--- config.mk ---
export PLATFORM = sky130hd
export DESIGN_NAME = dot_feeder
export DESIGN_NICKNAME = d
export VERILOG_FILES = /design/src/rtl/dot_pkg.sv /design/src/rtl/dot_operand_buf.sv /design/src/rtl/dot_feeder.sv
export SDC_FILE = /design/constraint.sdc
export NUM_CORES = 1
export LEC_CHECK = 0
export BUFFER_PORTS_ARGS = -buffer_cell sky130_fd_sc_hd__clkbuf_2
export CAP_MARGIN = 15
export CORE_AREA = 3 3 248 226
export DETAILED_ROUTE_END_ITERATION = 8
export DIE_AREA = 0 0 251 229
export HOLD_SLACK_MARGIN = 0.06
export PLACE_DENSITY = 0.71
export SYNTH_ARGS = -nofsm -noshare
export SYNTH_HDL_FRONTEND = slang
export SYNTH_SLANG_ARGS = --single-unit
--- constraint.sdc ---
create_clock -name clk -period 3.4 [get_ports clk]
set_input_delay 0.34 -clock clk [delete_from_list [all_inputs] [get_ports clk]]
set_output_delay 0.34 -clock clk [all_outputs]
set_load 0.02 [all_outputs]
--- src/rtl/dot_pkg.sv ---
// Shared types and constants for the dot-product operand feeder.
package dot_pkg;

    typedef enum logic [1:0] {
        IDLE,
        ISSUE,
        DRAIN
    } state_t;

    localparam int unsigned LAT_DEFAULT = 2;
    localparam int unsigned OPW         = 32;

endpackage

--- src/rtl/dot_operand_buf.sv ---
// Dual DEPTH x 32 vector store: one write port, reads element pair (2k, 2k+1) of both vectors.
module dot_operand_buf
    import dot_pkg::*;
#(
    parameter int unsigned DEPTH = 8
) (
    input  logic                     clk,
    input  logic                     we,
    input  logic                     sel,
    input  logic [$clog2(DEPTH)-1:0] waddr,
    input  logic [OPW-1:0]           wdata,
    input  logic [$clog2(DEPTH)-1:0] pair,
    output logic [OPW-1:0]           a_lo,
    output logic [OPW-1:0]           a_hi,
    output logic [OPW-1:0]           b_lo,
    output logic [OPW-1:0]           b_hi
);

    localparam int unsigned AW = $clog2(DEPTH);

    logic [OPW-1:0] mem_a [DEPTH];
    logic [OPW-1:0] mem_b [DEPTH];
    logic [AW-1:0]  lo_idx;
    logic [AW-1:0]  hi_idx;

    // Contents survive reset; software reloads vectors explicitly.
    always_ff @(posedge clk) begin
        if (we) begin
            if (sel) mem_b[waddr] <= wdata;
            else     mem_a[waddr] <= wdata;
        end
    end

    always_comb begin
        lo_idx = AW'({pair, 1'b0});
        hi_idx = AW'({pair, 1'b1});
        a_lo   = mem_a[lo_idx];
        a_hi   = mem_a[hi_idx];
        b_lo   = mem_b[lo_idx];
        b_hi   = mem_b[hi_idx];
    end

endmodule

--- src/rtl/dot_feeder.sv ---
// Issues vector element pairs to the two-lane multiply-add pipeline and accumulates its C output.
module dot_feeder
    import dot_pkg::*;
#(
    parameter int unsigned DEPTH = 8,
    parameter int unsigned LAT   = LAT_DEFAULT
) (
    input  logic                     clk,
    input  logic                     rst,
    input  logic                     wr_en,
    input  logic                     wr_sel,
    input  logic [$clog2(DEPTH)-1:0] wr_addr,
    input  logic [31:0]              wr_data,
    input  logic                     start,
    output logic                     busy,
    output logic                     done,
    output logic [31:0]              result,
    output logic [31:0]              A1,
    output logic [31:0]              A2,
    output logic [31:0]              B1,
    output logic [31:0]              B2,
    input  logic [31:0]              C
);

    localparam int unsigned P  = DEPTH / 2;
    localparam int unsigned AW = $clog2(DEPTH);
    localparam int unsigned CW = $clog2(P + 1);

    state_t         state;
    state_t         state_nx;
    logic [CW-1:0]  cnt;
    logic [LAT:0]   vld;
    logic [31:0]    acc;
    logic           begin_run;
    logic           issue_pair;
    logic           last_add;
    logic [AW-1:0]  rd_pair;
    logic [31:0]    a_lo, a_hi, b_lo, b_hi;

    dot_operand_buf #(
        .DEPTH (DEPTH)
    ) u_buf (
        .clk   (clk),
        .we    (wr_en & ~busy),
        .sel   (wr_sel),
        .waddr (wr_addr),
        .wdata (wr_data),
        .pair  (rd_pair),
        .a_lo  (a_lo),
        .a_hi  (a_hi),
        .b_lo  (b_lo),
        .b_hi  (b_hi)
    );

    // cnt holds the index of the next pair to load; pair 0 is loaded by the start edge.
    always_comb begin
        state_nx   = state;
        begin_run  = 1'b0;
        issue_pair = 1'b0;
        last_add   = 1'b0;
        case (state)
            IDLE: begin
                if (start) begin
                    state_nx   = ISSUE;
                    begin_run  = 1'b1;
                    issue_pair = 1'b1;
                end
            end
            ISSUE: begin
                if (cnt == CW'(P)) state_nx = DRAIN;
                else               issue_pair = 1'b1;
            end
            DRAIN: begin
                // Oldest tag set with nothing behind it: this is the last pair's C.
                if (vld[LAT] && !vld[LAT-1]) begin
                    state_nx = IDLE;
                    last_add = 1'b1;
                end
            end
            default: state_nx = IDLE;
        endcase
        rd_pair = (state == IDLE) ? '0 : AW'(cnt);
    end

    always_ff @(posedge clk) begin
        if (rst) begin
            state  <= IDLE;
            busy   <= 1'b0;
            done   <= 1'b0;
            result <= '0;
            A1     <= '0;
            A2     <= '0;
            B1     <= '0;
            B2     <= '0;
            acc    <= '0;
            cnt    <= '0;
            vld    <= '0;
        end else begin
            state <= state_nx;
            done  <= last_add;
            vld   <= {vld[LAT-1:0], issue_pair};
            if (begin_run) begin
                busy <= 1'b1;
                acc  <= '0;
                cnt  <= CW'(1);
            end else begin
                if (issue_pair) cnt <= cnt + CW'(1);
                if (vld[LAT])   acc <= acc + C;
            end
            if (last_add) begin
                busy   <= 1'b0;
                result <= acc + C;
            end
            if (issue_pair) begin
                A1 <= a_lo;
                A2 <= a_hi;
                B1 <= b_lo;
                B2 <= b_hi;
            end else begin
                A1 <= '0;
                A2 <= '0;
                B1 <= '0;
                B2 <= '0;
            end
        end
    end

endmodule

Word-level counts from Yosys, hierarchy flattened
Memory sizes are Yosys's and may differ from the RTL's. A register that Yosys moved wholly into a read port is not among the register bits. Index checks and enable logic that the tools add are counted.

RAM bits: 512. Word-level logic and storage cells: 48. Input bits: 72. Output and inout port bits: 162. Flip-flop bits (word level): 74. Memories: 2.

Bitwise gates (word level): 3. Reduce and logical (&&, ||, !) cells: 8. Add/sub/neg operators: 2. Eq/ne operators: 6. Muxes and demuxes: 19.

Memory list: u_buf.mem_a (depth 8, bits a word 32, read ports 2, clocked after memory_dff 2, write ports 1, line dot_operand_buf.sv:21) `logic [OPW-1:0] mem_a [DEPTH];`; u_buf.mem_b (depth 8, bits a word 32, read ports 2, clocked after memory_dff 2, write ports 1, line dot_operand_buf.sv:22) `logic [OPW-1:0] mem_b [DEPTH];`.

Operators by type and width (number): $add A32 B32 Y32 (1); $mux W1 (13); $mux W2 (4); $ne A2 B2 Y1 const B (3); $pmux W2 S3 (1); $reduce_or A2 Y1 (3); $add A3 B1 Y3 const B (1); $eq A3 B3 Y1 const B (1); $reduce_and A3 Y1 (1); $eq A2 B1 Y1 const B (1); $eq A2 B2 Y1 const B (1); $logic_not A2 Y1 (1); $not A1 Y1 (2); $pmux W1 S2 (1); $reduce_bool A2 Y1 (1); $and A1 B1 Y1 (1); $logic_and A1 B1 Y1 (1); $logic_not A1 Y1 (1).

Longest topological paths before layout
Word-level depth: 5. Gate-level depth with buffers: 11. Depth with buffers taken out: 10.

Cells and area by module
From an unflattened synthesis, not the netlist that was laid out.

Cell total of the unflattened synthesis: 1511. Area total of the unflattened synthesis: 26649.3 um^2.

By module, submodules not included: dot_operand_buf (area each 18681.7 um^2, sequential area each 15374.7 um^2, cells an instance 691, times used 1); dot_feeder (area each 7967.6 um^2, sequential area each 4043.9 um^2, cells an instance 820, times used 1).

Worst setup path before layout
Ideal clock, no wire load.

Path type: register to register. From: reg busy. To: mem u_buf.mem_a[2][0], enable pin. Setup time: 461 ps. Required time: 2939 ps. Period minus slack after synthesis: 3712 ps. Setup slack: -312 ps. Buffers on the path: 0. Arrival time: 3251 ps. Cell stages (with the launch flop): 4. Path through: dfxtp_1 nand2b_1 or3b_2 nor3_1.

Cells in the longest elaborated chain, start to end: 4.

Ends and longest elaborated chain: start: declaration (line dot_feeder.sv:15) `output logic busy,`; start signal: assignment (line dot_feeder.sv:88) `busy <= 1'b0;`; start signal: assignment (line dot_feeder.sv:103) `busy <= 1'b1;`; start signal: assignment (line dot_feeder.sv:111) `busy <= 1'b0;`; $not A1 Y1 (line dot_feeder.sv:44) `.we (wr_en & ~busy),`; $and A1 B1 Y1 (line dot_feeder.sv:44); $mux W1 (line dot_operand_buf.sv:28) `if (we) begin`; $mux W1 (not written as such) (line dot_operand_buf.sv:30) `else mem_a[waddr] <= wdata;`; end: declaration (line dot_operand_buf.sv:21).

Every way passes these cells.

Worst setup path after layout
From: reg cnt[0]. To: reg A1[0], read port of u_buf.mem_a.

Cells in the longest elaborated chain, start to end: 5. Elaborated cells on any way between the ends: 6. Those cells by class: eq/ne (1); mux (3); bitwise (1); reduce/logical (1).

Ends and longest elaborated chain: start: declaration (line dot_feeder.sv:31) `logic [CW-1:0] cnt;`; start signal: assignment (line dot_feeder.sv:107) `if (issue_pair) cnt <= cnt + CW'(1);`; $eq A3 B3 Y1 (line dot_feeder.sv:70) `if (cnt == CW'(P)) state_nx = DRAIN;`; $mux W1 (line dot_feeder.sv:70); $pmux W1 S2 (line dot_feeder.sv:61) `case (state)`; $not A1 Y1 (no source line); $reduce_or A2 Y1 (no source line); end: declaration (line dot_feeder.sv:18) `output logic [31:0] A1,`.

Parallel ways exist; a longest one is shown, timed or not. A chain may end at the register's enable or synchronous reset.

==> reports/qor.yml <==
routed_wl_um: 65240
syn-cell-area_um2: 26660
power_mw: 18.67
final_common_cell: "edfxtp_1"
finish.utilization: 0.5812
worst_pin_slew_ns: 1.093
powerDensity_nw_per_um2: 595.9
insertion_delay_ns: 0.63
via_count: 16337
hp-class: "input pin to register"
synth_compound_area_frac: 0.1054
grtUsageMet3: 0.04508
dp_cells: 2709
maxCapViolCount: 0
root_buffer: "clkbuf_16"
start_kind: "register"
grt_use_met2: 0.3536
ys_ff_latch: 714
dp_hpwl_um: 39610
rows: 81
die_y_um: 229
p_leak_nw: 11.14
rsz0062_at_grt: "no"
start_util: 0.4945
drive_gt1_frac: 0.2614
grt_pass1_wl_um: 97280
syn_inst: 1839
hold_viol_final: 0
cts_hold_buffers: 0
synth_fa_ha_area_frac: 0.01624
antenna_left: 0
synth_xor_area_frac: 0.007555
grt_max_degree: 133
dpl-instance-area_um2: 28910
grt_overflow: 0
layout_common_cells: "edfxtp_1, clkbuf_2, dfxtp_1, nor2_1, a211oi_1"
synth_mux_area_frac: 0.06232
syn_nets: 1945
cp_slowest_stage_delay_ns: 0.51
relSlewSlack: 0.2684
setup_tns_ns: 0
fin_crit_ns: 2.595
max-clock-path-buffers: 3
worst_setup_path_end_kind: "register"
die_w_um: 251
stdcell_count: 2845
setup_viol: 0
holdWs_ns: 0.1238
worstPathCellList: "buf_12, o21ai_4, buf_12, buf_4, mux2_2, nor2_1, a211oi_1"
dp_slack_ns: 0.7104
slowest_stage: "buf_12"
peakVddDrop_mv: 0.5052
fp.coreArea_um2: 53920
worst_clock_skew_ns: 0.03508
numCtsBuffers: 71
io_pins: 234
grt_pass1_vias: 15904
use_met1: 0.3149
routabilityCongestion: 0.8351
async_flop_share: 0
yosysWarningCount: 0
status: "complete, no violations"
finalMaxSlewViolations: 0
yosysTopAreaCell: "edfxtp_1"
htree_levels: 3
track_usage: 0.2230
drt_iter0_drc: 1435
ys_types: 59
ys_seq_area_frac: 0.7283
synth_top_cell_area_share: 0.5766
areaGrowthSynthToFinish_pct: 17.53
worstPathArrival_ns: 3.08
fin_crit_sh: 0.7632
critPathMostFrequentCell: "buf_12"
clock_sinks: 714
yosys.area_share.simple: 0.06030
wl_per_cell_um: 22.93
critPathRequiredTime_ns: 3.88
drt_pre_antenna_iters: 5
timing.fmax_mhz: 385.4
tritoncts: "built"
synthFlopType: "edfxtp_1"
synth_area_per_cell_um2: 14.50
die_area_um2: 57480
synth.area.top_cells: "edfxtp_1, dfxtp_1, mux2_2"
finalWorstSetupSlack_ns: 0.8051
antenna_found_initial: 9
port_buffers: 233
vias_per_cell: 5.742
top_usage_layer: "met2"
crit_buf_inv: 3
cp_max_fo: 132
synth_edf_count: 512
fin_nets: 2183
crit_family: "buffers and inverters"
cts_resized: 0
crit_type: "register to register"
post_cts_buffers: 0
synth_top_family_by_area: "compound AO/OA/AOI/OAI gates"
finish.instance_area_um2: 31340
route.detailed.drc: 0
path_clk_slew_ns: 0.06
==> synthesized netlist by cell type, types with 9 or more instances <==
library cell / count
edfxtp_1: 512
dfxtp_1: 202
nor2_1: 181
a211oi_1: 136
o22ai_1: 131
mux2_2: 128
clkbuf_1: 91
nand2_1: 87
a21oi_1: 63
ha_1: 33
nand3_1: 26
mux2i_1: 22
buf_2: 19
o21ai_0: 19
nor3_1: 18
xnor2_1: 16
inv_1: 13
buf_1: 11
nand2b_1: 10
o21ai_1: 9
==> state kept, by name, summed over array words and instances, names as in the netlist <==
signal,flops
u_buf.mem_b,256
cnt,3
B1,32
A2,32
A1,32
state,2
B2,32
done,1
busy,1
acc,32
result,32
vld,3
u_buf.mem_a,256
==> tightest hold or removal path, cell delays in order <==
cell,delay (ns)
clkbuf_2,0.13
a21oi_1,0.15
nor3_1,0.05
==> report_power, final <==
part | switching, mW | total [mW] | internal, mW
Combinational | 0.770 | 1.13 | 0.364
Sequential | 0.0674 | 9.55 | 9.48
Clock | 3.31 | 7.99 | 4.68
Total | 4.15 | 18.7 | 14.5
==> layout make-up <==
| type | instances | area [um2] |
|---|---|---|
| diodes | 5 | 12.51 |
| clock inverters | 37 | 441.7 |
| multi-input cells | 990 | 6863 |
| repair buffers | 286 | 1689 |
| inverters | 14 | 52.55 |
| flip-flops and latches | 714 | 19420 |
| fillers | 4185 | 22580 |
| well taps | 705 | 882.1 |
| clock buffers | 94 | 1974 |
==> layer usage <==
layer	wire, um	part of all wire	up-vias
met1	28630	0.44	8126
met3	4299	0.066	108
met5	41	0.00063	-
met4	1688	0.026	6
li1	-	-	7524
met2	30580	0.47	573
==> path summary, 6_finish.rpt <==
check / start / to / slack [ns] / cells after the start
worst max-delay path: cnt[0] / A1[0] / 0.81 / 7
worst min-delay path: start / busy / 0.12 / 3
worst max register to register: cnt[0] / A1[0] / 0.81 / 7
worst min register to register: vld[0] / vld[1] / 0.44 / 1
==> cells by family after synthesis <==
logic type / after synthesis
flip-flops: 714
AO/OA/AOI/OAI: 416
AND/OR/NAND/NOR: 367
multiplexers: 150
buffers and inverters: 135
adder cells (fa/ha/maj): 34
XOR/XNOR: 23
(Power assumes the default switching activity.)
